File: src/rtl/alu_share_arbiter.sv
// -----------------------------------------------------------------------------
// alu_share_arbiter
//
// Shares one integer ALU between two requesters. A round-robin arbiter picks
// one valid requester in IDLE and accepts its operation with a valid/ready
// handshake. The operands are latched into registers that drive the ALU and
// stay stable for the whole EXEC state. This is what makes the multi-cycle
// MUL path safe. The ALU result is then presented on a single tagged
// response channel until the consumer takes it.
//
// Optional build macro: ALU_SHARE_STATS_EN
//   When defined, adds the per-requester grant counters grant_cnt0_o and
//   grant_cnt1_o. Each counter is 16 bits and saturates at 16'hFFFF.
//
// Parameters
//   MUL_CYCLES  cycles the operands are held for MUL (ctrl 4'b0101), 1..15
//   WIDTH       operand / result width
//
// Ports
//   clk_i                 rising-edge clock
//   rst_i                 asynchronous, active-high reset
//   req0_valid_i          requester 0 has an operation
//   req0_ready_o          requester 0 accepted this cycle (combinational)
//   req0_ctrl_i           requester 0 ALU control code
//   req0_data0_i          requester 0 operand 0
//   req0_data1_i          requester 0 operand 1
//   req1_*                same set of ports for requester 1
//   rsp_valid_o           result available
//   rsp_ready_i           consumer takes the result
//   rsp_id_o              requester that owns the result
//   rsp_data_o            result value
//   alu_data0_o           operand 0 to the ALU
//   alu_data1_o           operand 1 to the ALU
//   alu_ctrl_o            control code to the ALU
//   alu_data_i            result from the ALU
//   grant_cnt0_o          (stats build only) handshakes granted to requester 0
//   grant_cnt1_o          (stats build only) handshakes granted to requester 1
// -----------------------------------------------------------------------------
module alu_share_arbiter #(
    parameter int MUL_CYCLES = 3,
    parameter int WIDTH      = 32
) (
    input  logic             clk_i,
    input  logic             rst_i,
    input  logic             req0_valid_i,
    output logic             req0_ready_o,
    input  logic [3:0]       req0_ctrl_i,
    input  logic [WIDTH-1:0] req0_data0_i,
    input  logic [WIDTH-1:0] req0_data1_i,
    input  logic             req1_valid_i,
    output logic             req1_ready_o,
    input  logic [3:0]       req1_ctrl_i,
    input  logic [WIDTH-1:0] req1_data0_i,
    input  logic [WIDTH-1:0] req1_data1_i,
    output logic             rsp_valid_o,
    input  logic             rsp_ready_i,
    output logic             rsp_id_o,
    output logic [WIDTH-1:0] rsp_data_o,
    output logic [WIDTH-1:0] alu_data0_o,
    output logic [WIDTH-1:0] alu_data1_o,
    output logic [3:0]       alu_ctrl_o,
    input  logic [WIDTH-1:0] alu_data_i
`ifdef ALU_SHARE_STATS_EN
    ,
    output logic [15:0]      grant_cnt0_o,
    output logic [15:0]      grant_cnt1_o
`endif
);

    localparam logic [3:0] CTRL_MUL = 4'b0101;
    localparam logic [3:0] MUL_LOAD = 4'(MUL_CYCLES - 1);

    typedef enum logic [1:0] {
        S_IDLE = 2'd0,
        S_EXEC = 2'd1,
        S_RESP = 2'd2
    } state_t;

    state_t           r_state;
    state_t           w_state_nxt;

    logic             r_rr_ptr;
    logic [3:0]       r_cnt;
    logic             r_id;
    logic [3:0]       r_alu_ctrl;
    logic [WIDTH-1:0] r_alu_d0;
    logic [WIDTH-1:0] r_alu_d1;
    logic             r_rsp_valid;
    logic             r_rsp_id;
    logic [WIDTH-1:0] r_rsp_data;

    logic             w_grant;
    logic             w_ready0;
    logic             w_ready1;
    logic             w_accept;
    logic             w_capture;
    logic             w_release;
    logic [3:0]       w_acc_ctrl;
    logic [WIDTH-1:0] w_acc_d0;
    logic [WIDTH-1:0] w_acc_d1;

    // Grant selection: a lone valid requester always wins; on contention the
    // round-robin pointer decides.
    always_comb begin
        w_grant = r_rr_ptr;
        if (req0_valid_i && !req1_valid_i) begin
            w_grant = 1'b0;
        end else if (req1_valid_i && !req0_valid_i) begin
            w_grant = 1'b1;
        end
    end

    // Payload of the granted requester, sampled only on the handshake edge.
    always_comb begin
        w_acc_ctrl = w_grant ? req1_ctrl_i  : req0_ctrl_i;
        w_acc_d0   = w_grant ? req1_data0_i : req0_data0_i;
        w_acc_d1   = w_grant ? req1_data1_i : req0_data1_i;
    end

    // FSM state register
    always_ff @(posedge clk_i or posedge rst_i) begin
        if (rst_i) begin
            r_state <= S_IDLE;
        end else begin
            r_state <= w_state_nxt;
        end
    end

    // FSM next state and handshake outputs. The readys are gated by rst_i so
    // that nothing is offered or accepted while reset is held.
    always_comb begin
        w_state_nxt = r_state;
        w_ready0    = 1'b0;
        w_ready1    = 1'b0;
        w_capture   = 1'b0;
        w_release   = 1'b0;
        case (r_state)
            S_IDLE: begin
                w_ready0 = !rst_i && req0_valid_i && !w_grant;
                w_ready1 = !rst_i && req1_valid_i &&  w_grant;
                if (w_ready0 || w_ready1) begin
                    w_state_nxt = S_EXEC;
                end
            end
            S_EXEC: begin
                if (r_cnt == 4'd0) begin
                    w_capture   = 1'b1;
                    w_state_nxt = S_RESP;
                end
            end
            S_RESP: begin
                if (r_rsp_valid && rsp_ready_i) begin
                    w_release   = 1'b1;
                    w_state_nxt = S_IDLE;
                end
            end
            default: begin
                w_state_nxt = S_IDLE;
            end
        endcase
    end

    assign w_accept = w_ready0 || w_ready1;

    // Operand latch, hold counter and round-robin pointer. The ALU operand
    // registers are only written on a handshake, so they keep their last
    // values through IDLE and stay stable for all of EXEC.
    always_ff @(posedge clk_i or posedge rst_i) begin
        if (rst_i) begin
            r_rr_ptr   <= 1'b0;
            r_cnt      <= 4'd0;
            r_id       <= 1'b0;
            r_alu_ctrl <= 4'd0;
            r_alu_d0   <= '0;
            r_alu_d1   <= '0;
        end else if (w_accept) begin
            r_alu_ctrl <= w_acc_ctrl;
            r_alu_d0   <= w_acc_d0;
            r_alu_d1   <= w_acc_d1;
            r_id       <= w_grant;
            r_rr_ptr   <= ~w_grant;
            r_cnt      <= (w_acc_ctrl == CTRL_MUL) ? MUL_LOAD : 4'd0;
        end else if ((r_state == S_EXEC) && (r_cnt != 4'd0)) begin
            r_cnt <= r_cnt - 4'd1;
        end
    end

    // Response register: captured at the end of EXEC and held until taken.
    always_ff @(posedge clk_i or posedge rst_i) begin
        if (rst_i) begin
            r_rsp_valid <= 1'b0;
            r_rsp_id    <= 1'b0;
            r_rsp_data  <= '0;
        end else if (w_capture) begin
            r_rsp_valid <= 1'b1;
            r_rsp_id    <= r_id;
            r_rsp_data  <= alu_data_i;
        end else if (w_release) begin
            r_rsp_valid <= 1'b0;
        end
    end

`ifdef ALU_SHARE_STATS_EN
    logic [15:0] r_gcnt0;
    logic [15:0] r_gcnt1;

    always_ff @(posedge clk_i or posedge rst_i) begin
        if (rst_i) begin
            r_gcnt0 <= 16'd0;
            r_gcnt1 <= 16'd0;
        end else begin
            if (w_ready0 && (r_gcnt0 != 16'hFFFF)) begin
                r_gcnt0 <= r_gcnt0 + 16'd1;
            end
            if (w_ready1 && (r_gcnt1 != 16'hFFFF)) begin
                r_gcnt1 <= r_gcnt1 + 16'd1;
            end
        end
    end

    assign grant_cnt0_o = r_gcnt0;
    assign grant_cnt1_o = r_gcnt1;
`endif

    assign req0_ready_o = w_ready0;
    assign req1_ready_o = w_ready1;
    assign rsp_valid_o  = r_rsp_valid;
    assign rsp_id_o     = r_rsp_id;
    assign rsp_data_o   = r_rsp_data;
    assign alu_data0_o  = r_alu_d0;
    assign alu_data1_o  = r_alu_d1;
    assign alu_ctrl_o   = r_alu_ctrl;

endmodule
File: config.mk
export PLATFORM = sky130hd
export DESIGN_NAME = alu_share_arbiter
export DESIGN_NICKNAME = d
export VERILOG_FILES = /design/src/rtl/alu_share_arbiter.sv
export SDC_FILE = /design/constraint.sdc
export NUM_CORES = 1
export LEC_CHECK = 0
export ABC_AREA = 1
export CAP_MARGIN = 20
export CORE_AREA = 2 2 122 124
export CTS_CLUSTER_SIZE = 28
export DETAILED_ROUTE_END_ITERATION = 10
export DIE_AREA = 0 0 124 126
export HOLD_SLACK_MARGIN = 0.1
export PLACE_DENSITY = 0.75
export SYNTH_ARGS = -nofsm -noshare
export SYNTH_HDL_FRONTEND = slang
export SYNTH_SLANG_ARGS = --single-unit
File: constraint.sdc
create_clock -name clk_i -period 6.8 [get_ports clk_i]
set_input_delay 2.04 -clock clk_i [delete_from_list [all_inputs] [get_ports clk_i]]
set_output_delay 2.04 -clock clk_i [all_outputs]
set_load 0.02 [all_outputs]
Word-level counts from Yosys, hierarchy flattened

Index checks and enable logic that the tools add are counted.

Bitwise logic cells: 1
Add/sub/neg operators: 1
Reduce and logical (&&, ||, !) cells: 20
Equal/unequal tests: 6
Multiplexer cells: 20

Operators by type and width:

| operator                                                              | count |
|---|---|
| 32-bit 2-to-1 mux                                                     | 2 |
| 4-bit 2-to-1 mux                                                      | 3 |
| 1-bit 2-to-1 mux                                                      | 10 |
| 1-bit logical AND                                                     | 8 |
| 2-bit 2-to-1 mux                                                      | 4 |
| 2-bit != test, second input constant                                  | 3 |
| 2-bit case mux with 3 select lines                                    | 1 |
| 4-bit by 3-bit equality test with 1-bit output, second input constant | 1 |
| 1-bit logical NOT                                                     | 4 |
| 4-bit logical NOT                                                     | 1 |
| 2-bit nonzero test                                                    | 2 |
| 4-bit nonzero test                                                    | 1 |
| 4-bit by 1-bit subtractor with 4-bit output, second input constant    | 1 |
| 3-bit AND reduction                                                   | 1 |
| 2-bit by 1-bit equality test with 1-bit output, second input constant | 1 |
| 2-bit equality test, second input constant                            | 1 |
| 2-bit logical NOT                                                     | 1 |
| 1-bit logical OR                                                      | 2 |
| 1-bit inverter                                                        | 1 |

Register bits: 110
Output and inout bits: 104

Logic depth before layout (Yosys ltp)

Depth in word-level cells: 9
Mapped depth: 8
Gate-level depth less buffers: 8

Worst setup path before layout

No wires, ideal clock.

Kind: input-to-output
From: input rst_i
To: output req0_ready_o
Required time: 4.760 ns
Arrival: 5.064 ns
Stages on the path: 4
Path slack: -0.304 ns
Buffers on the path: 1
Cell sequence: inv_1 nand4_1 inv_1 buf_2

Cells in the longest elaborated chain, start to end: 4

RTL lines:

| element                            | line | text |
|---|---|---|
| from (decl)                        | 44   | `input logic rst_i,` |
| 1-bit logical NOT (no source line) | n/a  |  |
| 1-bit logical AND (2 in series)    | 139  | `w_ready0 = !rst_i && req0_valid_i && !w_grant;` |
| 1-bit 2-to-1 mux                   | 137  | `case (r_state)` |
| to (decl)                          | 46   | `output logic req0_ready_o,` |

Every way passes these cells.

Final worst setup path

From: input req1_valid_i
To: output req1_ready_o

Cells in the longest elaborated chain, start to end: 5

RTL lines:

| element                                                | line     | text |
|---|---|---|
| from (decl)                                            | 50       | `input logic req1_valid_i,` |
| 1-bit logical AND or 1-bit logical NOT (tied branches) | 108, 106 |  |
| 1-bit 2-to-1 mux or 1-bit logical AND (tied branches)  | 108, 106 |  |
| 1-bit 2-to-1 mux                                       | 106      | `if (req0_valid_i && !req1_valid_i) begin` |
| 1-bit logical AND *                                    | 140      | `w_ready1 = !rst_i && req1_valid_i && w_grant;` |
| 1-bit 2-to-1 mux *                                     | 137      |  |
| to (decl)                                              | 51       | `output logic req1_ready_o,` |

Mark *: on every way between the ends. The rest lies on a longest branch, timed or not.

==> results.json <==
{
  "reg2reg_to": "alu_data0_o[27]",
  "instances_no_fill": 950,
  "synth-seq-cells": 110,
  "setup_slack_ns": 1.078,
  "track_usage_pct": 18.47,
  "layout_min_cycle_time_ns": 5.723,
  "grt_pass1_vias": 4436,
  "setup_tns_ns": 0,
  "clock_latency_ns": 0.34,
  "slew_violations": 0,
  "tightest_slew_ns": 0.8907,
  "rrSetupSlack_ns": 4.87,
  "cp-start-kind": "input pin",
  "p_leak_nw": 3.573,
  "ys_warn_count": 0,
  "routabilityCongestion": 0.8444,
  "die_y_microns": 126,
  "antenna_found_initial": 0,
  "drt.antenna.violating_nets": 0,
  "hpwl_mm": 10.36,
  "grt_max_degree": 70,
  "avgSynthCellArea_sq_um": 9.685,
  "nFillCells": 1258,
  "period_share_pct": 84.15,
  "areaGrowthSynthToFinish_pct": 66.30,
  "clock-skew-final_ns": 0.005819,
  "cts_buffer_depth": 2,
  "final_cell_mix": "clkdlybuf4s50_1 (276), nand2_1 (211), dfrtp_1 (110)",
  "cp.arrival_ns": 3.68,
  "syn_nets": 668,
  "grt_setup_unrepaired": "no",
  "reg2reg_from": "r_state[1]",
  "reg2reg_depth": 6,
  "grt_pass1_wl_mm": 22.41,
  "cts_made_buffers": 9,
  "numClockSinks": 110,
  "cts_tree": "yes",
  "netlist-cell-type-count": 24,
  "pin_count": 277,
  "core_sq_mm": 0.01431,
  "cts.repair.resized": 0,
  "detail_route.first_pass.iterations": 5,
  "layout.nets": 936,
  "gr-total-overflow": 0,
  "hold_start": "alu_ctrl_o[2]",
  "port_buffers": 276,
  "path_class": "in2out",
  "wl_per_cell_microns": 14.90,
  "ir_worst_vdd_v": 0.0001830,
  "vias": 4397,
  "hp-class": "reg2reg",
  "dieArea_sq_mm": 0.01562,
  "start_util_pct": 33.36,
  "hold_viol": 0,
  "min_path_cells": 1,
  "cts_setup_buffers": 0,
  "rows": 44,
  "synth_area_sq_mm": 0.004775,
  "num_antenna_cells": 0,
  "dp_cells": 934,
  "power_density_mw_per_mm2": 425.6,
  "holdBufCountCts": 0,
  "worstPathRequired_ns": 4.76,
  "dp_worst_setup_slack_ns": 1.070,
  "cp_max_fo": 6,
  "h-tree-depth": 3,
  "drv_cap": 0,
  "clockRootBuffer": "clkbuf_16",
  "drive_above_1_share_pct": 8.094,
  "setup_viol": 0,
  "drt_iter0_markers": 200,
  "seq_area_frac_synth_pct": 57.65,
  "cp-end-kind": "primary output",
  "outcome": "finished, final reports clean",
  "fmax_ghz": 0.1747,
  "slew_headroom_pct": 40.62,
  "holdPathEnd": "alu_ctrl_o[2]",
  "path_clk_slew_ns": 0.07,
  "fp.dieW_microns": 124,
  "wirelength_mm": 14.15,
  "final_common_cell": "clkdlybuf4s50_1",
  "drc": 0,
  "synthCells": 493,
  "viasPerCell": 4.628
}
[worst max-delay path by stage]
| stage | from | end | slack [ns] |
|---|---|---|---|
| after floorplan | rst_i | req0_ready_o | 0.45 |
| after global placement | req1_valid_i | req1_ready_o | 1.09 |
| after detailed placement | req1_valid_i | req1_ready_o | 1.07 |
| after CTS | req1_valid_i | req1_ready_o | 1.07 |
| after global routing | req1_valid_i | req1_ready_o | 0.99 |
| final | req1_valid_i | req1_ready_o | 1.08 |
[power by group]
part	total [mW]	internal (mW)	switching, mW
Sequential	1.14	0.965	0.173
Clock	0.506	0.261	0.245
Combinational	1.74	0.881	0.854
Total	3.38	2.11	1.27
[cell families after synthesis]
logic type	after synthesis	synth area share, %
AO/OA/AOI/OAI	15	1.939
multiplexers	32	9.591
buffers and inverters	36	4.324
adder cells (fa/ha/maj)	2	0.5240
AND/OR/NAND/NOR	298	25.97
flip-flops	110	57.65
[sequential cells by signal, summed over array words and instances, names as in the netlist]
register	count
alu_ctrl_o	4
rsp_id_o	1
alu_data0_o	32
r_state	2
r_cnt	4
alu_data1_o	32
rsp_valid_o	1
r_id	1
rsp_data_o	32
r_rr_ptr	1
[synth_stat cells]
master	n	area [sq um]
buf_6	4	45.04
nor3b_1	1	7.510
ha_1	2	25.02
clkbuf_1	5	18.77
mux2_2	6	67.56
nand2_2	1	6.260
inv_1	10	37.54
nor2_1	8	30.03
nand2_1	211	792.0
nand4_1	3	18.77
a31oi_1	4	25.02
o21ai_0	3	15.01
inv_2	2	7.510
buf_2	6	30.03
nand3_4	1	17.52
a21o_1	1	7.510
o211ai_2	1	12.51
mux2_4	26	390.4
nor2_2	2	12.51
a21oi_1	5	25.02
buf_4	9	67.56
o21a_1	1	7.510
dfrtp_1	110	2753
nand3_1	71	355.3
[per-stage QoR]
step	util (%)	power [mW]	cell area (sq um)	hold slack, ns
floorplan	-	2.080	4778	0.4562
global placement	53.49	2.867	7656	0.4658
detailed placement	53.49	2.899	7656	0.4708
CTS	55.47	3.420	7940	0.4905
global route	55.47	3.610	7940	0.5103
finish	55.47	3.379	7940	0.4852
[area by class of cell]
cell class	instances	area, sq um	area share (%)
Tap cell	184	230.2	2.899
Multi-Input combinational cell	347	1824	22.98
Clock inverter	6	45.04	0.5673
Clock buffer	10	239.0	3.010
Timing Repair Buffer	281	2800	35.27
Inverter	12	48.80	0.6146
Sequential cell	110	2753	34.67
[critical path, stage by stage]
cell and delay [ns]:
clkdlybuf4s50_1 0.58, nand2_1 0.12, nand2_2 0.12, nand4_1 0.11, inv_2 0.09, clkdlybuf4s50_1 0.62
[layer usage]
metal	routed length (microns)	part of all wire (%)	vias to the layer above	track usage (%)
li1	-	-	2136	-
met5	0	0	-	0
met1	5531	39	2027	21.67
met4	270	1.9	0	6.543
met2	6648	47	216	30.70
met3	1704	12	18	7.065
Note: power is estimated with default switching activity, not from simulation.
